--- config.mk ---
export PLATFORM = sky130hd
export DESIGN_NAME = kt_solver
export DESIGN_NICKNAME = d
export VERILOG_FILES = /design/src/rtl/kt_solver.sv
export SDC_FILE = /design/constraint.sdc
export NUM_CORES = 2
export LEC_CHECK = 0
export BUFFER_PORTS_ARGS = -buffer_cell sky130_fd_sc_hd__clkbuf_2
export CAP_MARGIN = 25
export CORE_ASPECT_RATIO = 0.5
export CORE_MARGIN = 2
export CORE_UTILIZATION = 60
export DETAILED_ROUTE_END_ITERATION = 10
export GPL_TIMING_DRIVEN = 0
export PLACE_DENSITY = 0.76
export SETUP_SLACK_MARGIN = 0.02
export SYNTH_ARGS = -nofsm -noshare
export SYNTH_HDL_FRONTEND = slang
export SYNTH_SLANG_ARGS = --single-unit
--- constraint.sdc ---
create_clock -name clk -period 55.9 [get_ports clk]
set_clock_uncertainty 0.1 [all_clocks]
set_input_delay 11.18 -clock clk [delete_from_list [all_inputs] [get_ports clk]]
set_output_delay 11.18 -clock clk [all_outputs]
set_load 0.02 [all_outputs]
--- src/rtl/kt_solver.sv ---
// kt_solver: loads 8 keys, 5 answers, 5 weights and an (A,B) target, then
// searches all ordered 5-key selections and streams out the best legal one.
module kt_solver #(
    parameter int KEY_W   = 5,
    parameter int WGT_W   = 4,
    parameter int VAL_W   = 11,
    parameter int LAT_MAX = 8000
) (
    input  logic             clk,
    input  logic             rst_n,
    input  logic             in_valid,
    input  logic [KEY_W-1:0] keyboard,
    input  logic [KEY_W-1:0] answer,
    input  logic [WGT_W-1:0] weight,
    input  logic [2:0]       match_target,
    output logic             out_valid,
    output logic [KEY_W-1:0] result,
    output logic [VAL_W-1:0] out_value
);

    localparam int VW = VAL_W + 1;

    if (LAT_MAX < 4100) begin : g_lat_chk
        $error("kt_solver needs about 4100 cycles of search latency");
    end

    typedef enum logic [1:0] {IDLE, LOAD, SEARCH, OUT} state_e;

    state_e             state_q;
    logic [2:0]         ld_q, oc_q;
    logic [11:0]        cnt_q;
    logic [KEY_W-1:0]   kb_q  [8];
    logic [KEY_W-1:0]   ans_q [5];
    logic [WGT_W-1:0]   w_q   [5];
    logic [2:0]         ta_q, tb_q;
    logic               found_q, found_d;
    logic [VW-1:0]      bv_q, bv_d;
    logic [5*KEY_W-1:0] bg_q, bg_d;
    logic               out_valid_q;
    logic [KEY_W-1:0]   result_q, res_sel;
    logic [VAL_W-1:0]   value_q, val_sat;

    // cnt_q enumerates the first four indices; all 8 tails are scored per cycle
    always_comb begin
        logic [2:0]         ix [4];
        logic [KEY_W-1:0]   gk [5];
        logic [2:0]         na, nb;
        logic [VW-1:0]      v;
        logic               hit, ok, pre_ok;
        logic [5*KEY_W-1:0] pk;
        ix[0] = cnt_q[11:9];
        ix[1] = cnt_q[8:6];
        ix[2] = cnt_q[5:3];
        ix[3] = cnt_q[2:0];
        pre_ok = (ix[0] != ix[1]) && (ix[0] != ix[2]) && (ix[0] != ix[3])
              && (ix[1] != ix[2]) && (ix[1] != ix[3]) && (ix[2] != ix[3]);
        for (int k = 0; k < 4; k++) gk[k] = kb_q[ix[k]];
        gk[4] = '0;
        found_d = found_q;
        bv_d = bv_q;
        bg_d = bg_q;
        na = '0;
        nb = '0;
        v = '0;
        hit = 1'b0;
        ok = 1'b0;
        pk = '0;
        for (int e = 0; e < 8; e++) begin
            gk[4] = kb_q[e];
            na = '0;
            nb = '0;
            v = '0;
            for (int j = 0; j < 5; j++) begin
                hit = 1'b0;
                for (int m = 0; m < 5; m++)
                    if (gk[j] == ans_q[m]) hit = 1'b1;
                if (gk[j] == ans_q[j]) na = na + 3'd1;
                else if (hit) nb = nb + 3'd1;
                v = v + VW'(gk[j]) * VW'(w_q[j]);
            end
            pk = {gk[0], gk[1], gk[2], gk[3], gk[4]};
            ok = pre_ok && (na == ta_q) && (nb == tb_q);
            for (int k = 0; k < 4; k++)
                if (ix[k] == 3'(e)) ok = 1'b0;
            if (ok && (!found_d || v > bv_d || (v == bv_d && pk > bg_d))) begin
                found_d = 1'b1;
                bv_d = v;
                bg_d = pk;
            end
        end
    end

    always_comb begin
        unique case (oc_q)
            3'd0:    res_sel = bg_q[5*KEY_W-1:4*KEY_W];
            3'd1:    res_sel = bg_q[4*KEY_W-1:3*KEY_W];
            3'd2:    res_sel = bg_q[3*KEY_W-1:2*KEY_W];
            3'd3:    res_sel = bg_q[2*KEY_W-1:KEY_W];
            default: res_sel = bg_q[KEY_W-1:0];
        endcase
        val_sat = bv_q[VW-1] ? '1 : bv_q[VAL_W-1:0];
    end

    always_ff @(posedge clk or negedge rst_n) begin
        if (!rst_n) begin
            state_q     <= IDLE;
            ld_q        <= '0;
            oc_q        <= '0;
            cnt_q       <= '0;
            ta_q        <= '0;
            tb_q        <= '0;
            found_q     <= 1'b0;
            bv_q        <= '0;
            bg_q        <= '0;
            out_valid_q <= 1'b0;
            result_q    <= '0;
            value_q     <= '0;
            for (int k = 0; k < 8; k++) kb_q[k] <= '0;
            for (int k = 0; k < 5; k++) begin
                ans_q[k] <= '0;
                w_q[k]   <= '0;
            end
        end else begin
            unique case (state_q)
                IDLE: begin
                    out_valid_q <= 1'b0;
                    result_q    <= '0;
                    value_q     <= '0;
                    if (in_valid) begin
                        kb_q[0]  <= keyboard;
                        ans_q[0] <= answer;
                        w_q[0]   <= weight;
                        ta_q     <= match_target;
                        ld_q     <= 3'd1;
                        state_q  <= LOAD;
                    end
                end
                LOAD: begin
                    kb_q[ld_q] <= keyboard;
                    for (int k = 1; k < 5; k++) begin
                        if (ld_q == 3'(k)) begin
                            ans_q[k] <= answer;
                            w_q[k]   <= weight;
                        end
                    end
                    if (ld_q == 3'd1) tb_q <= match_target;
                    ld_q <= ld_q + 3'd1;
                    if (ld_q == 3'd7) begin
                        state_q <= SEARCH;
                        cnt_q   <= '0;
                        found_q <= 1'b0;
                        bv_q    <= '0;
                        bg_q    <= '0;
                    end
                end
                SEARCH: begin
                    found_q <= found_d;
                    bv_q    <= bv_d;
                    bg_q    <= bg_d;
                    cnt_q   <= cnt_q + 12'd1;
                    if (cnt_q == 12'hFFF) begin
                        state_q <= OUT;
                        oc_q    <= '0;
                    end
                end
                OUT: begin
                    out_valid_q <= 1'b1;
                    result_q    <= found_q ? res_sel : '0;
                    value_q     <= found_q ? val_sat : '0;
                    oc_q        <= oc_q + 3'd1;
                    if (oc_q == 3'd4) state_q <= IDLE;
                end
                default: state_q <= IDLE;
            endcase
        end
    end

    assign out_valid = out_valid_q;
    assign result    = result_q;
    assign out_value = value_q;

endmodule

==> results.cfg <==
[final_layout]
utilization_pct = 64.4
regArea_sq_um = 4150
fin_cells = 5118
area_delta_synth_final_pct = 6.67
fillerInstances = 4966
multi_input_area_sq_um = 27500
layout_common_cells = 499 x ha_1, 448 x inv_1, 302 x nand2_1
drive_above_1_share_pct = 8.68
nets = 5008
final_common_cell = ha_1
final_area_sq_um = 36800

[cts]
cts_made_buffers = 17
clkTransAtPathRegs_ns = 0.09
clock_latency_ns = 0.50
cts_hold_buffers = 0
h-tree-depth = 4
cts_tree = done
cts-root-buf = clkbuf_16
cts_setup_buffers = 0
clk_path_buf_depth = 2
clock_sinks = 166
cts_resized = 0

[min_path]
hp-class = flop to flop
min_from = out_value[2]
hold_end = out_value[2]
hold_depth = 2

[yosys]
async_flop_share_pct = 100
synth-simple-area-share_pct = 16.6
synth_compound_area_share_pct = 16.2
synth_seq_cells = 166
synth-adder-area-share_pct = 27.5
syn_avg_cell_area_sq_um = 8.13
post_synth_num_cell_types = 105
syn-cell-area_sq_um = 34500
synthMuxAreaShare_pct = 8.03
ys.flop_type = dfrtp_1
synth_edf_count = 0
synth_top_family_by_area = adder cells
syn-instance-count = 4239
yosysWarnings = 0
yosysSeqAreaShare_pct = 12.1
synth-xor-area-share_pct = 11.4
syn_nets = 4916

[setup_path]
ff2ff_setup_slack_ns = 4.92
cpMostUsedCell = a21oi_1
crit_required_ns = 56.19
slowest_delay_ns = 0.78
r2r-start = cnt_q[7]
r2r_end = bv_q[1]
slowest_stage = clkinv_1
critPathArrivalTime_ns = 51.27
startpoint_type = flop
cp-end-kind = flop
reg2reg_depth = 173
cp_max_fo = 15
critical_path_class = flop to flop

[floorplan]
die_h_um = 173
io_pins = 37
die_w_um = 343
core-area_sq_um = 57100
initial_core_util_pct = 60.4
dieArea_sq_um = 59500
std_cell_rows = 62

[placement]
dp_hpwl_um = 118000
dp_cells = 5064
place_area_sq_um = 36000
io_buffers = 36
gp_congestion = 1.11

[route]
num_vias = 34100
firstDrtPassIters = 8
routed_wl_um = 147000
dr.first_iter.drc_count = 4568
post_drt_wl_per_cell_um = 28.8
ant_nets = 0
viasPerCell = 6.67
drc = 0

[grt]
grtUsageTotal_pct = 48.9
grt_overflow = 0
grt_pass1_vias = 32800
grt_pass1_wl_um = 212000
antenna_found_initial = 10
grt_max_degree = 104

[timing]
min_period_over_period_pct = 91.2
hold_violations = 0
finalCriticalPeriod_ns = 50.98
tns_ns = 0
finalSetupViolations = 0
slew_headroom_pct = 18.6
finalMaxSlewViolations = 0
tightest_slew_ns = 1.22
max_freq_mhz = 19.6
rsz0062_at_grt = false

[outcome]
run_status = completed

[job]
maxCapViolations = 0
## through the flow
step	hold slack [ns]	worst slack [ns]
detailed placement	0.373	8.00
global route	0.416	3.81
finish	0.391	4.92
global placement	0.369	6.68
CTS	0.393	7.72
floorplan	0.366	23.04
## worst max-delay path by stage
| stage | from | depth (start not counted) | to | slack (ns) |
|---|---|---|---|---|
| finish | cnt_q[7] | 173 | bv_q[1] | 4.92 |
| global route | cnt_q[7] | 182 | bv_q[1] | 3.81 |
| CTS | cnt_q[7] | 180 | bv_q[1] | 7.72 |
| detailed placement | cnt_q[7] | 180 | bv_q[1] | 8.00 |
| global placement | kb_q[6] | 155 | bv_q[1] | 6.68 |
| floorplan | cnt_q[7] | 180 | bg_q[3] | 23.04 |
## flip-flops by register name, indices dropped and copies added, names as in the netlist
signal / flops
bv_q: 12
ans_q: 25
ta_q: 3
oc_q: 3
found_q: 1
out_value: 11
kb_q: 40
w_q: 20
tb_q: 3
state_q: 2
ld_q: 3
result: 5
cnt_q: 12
bg_q: 25
out_valid: 1
## metal layers
layer / up-vias / wire (um) / global-route usage [%]
met5: - / 390 / 4.25
met4: 8 / 7790 / 22.7
met3: 540 / 24200 / 22.7
met2: 2468 / 57000 / 67.5
met1: 16400 / 58000 / 64.1
li1: 14700 / - / -
## synth_stat cells (114+ instances only)
master	n	area, sq um
xor2_1	187	1640
ha_1	499	6240
o21ai_0	145	726
mux2_2	114	1280
inv_1	448	1680
nor2_1	298	1120
a21oi_1	288	1440
dfrtp_1	166	4150
xnor2_1	252	2210
and2_1	119	744
nand2_1	302	1130
fa_1	158	3160
clkbuf_1	167	627
## final cells by class
cell class	count	share of cell area, %
clock buffers	18	1.17
clock inverters	14	0.439
inverters	458	4.68
flip-flops and latches	166	11.3
multi-input cells	3351	74.9
well taps	768	2.61
plain buffers	264	3.04
repair buffers	73	1.83
diodes	6	0.0408
## kinds of logic (layout without fill, tap and decap cells)
group                      count (synthesis)  count (layout)
DFF                                      166             166
AOI/OAI and AO/OA                        856             856
muxes                                    228             228
adders and majority gates                664             664
other                                      0               6
xor gates and xnor gates                 443             443
and+or+nand+nor                         1160            1160
buffers and inverters                    722             827
## worst max-delay path, delay by kind of cell (launching register included)
family	cells	cell delay (ns)
DFF	1	0.47
xor gates and xnor gates	2	0.38
AOI/OAI and AO/OA	76	18.59
adders and majority gates	16	6.35
buffers and inverters	34	15.11
and+or+nand+nor	43	8.76
muxes	2	0.95
Power is left out: the tool's default activity adds up to more than one toggle a clock period on the data nets, which glitch-free logic cannot reach.
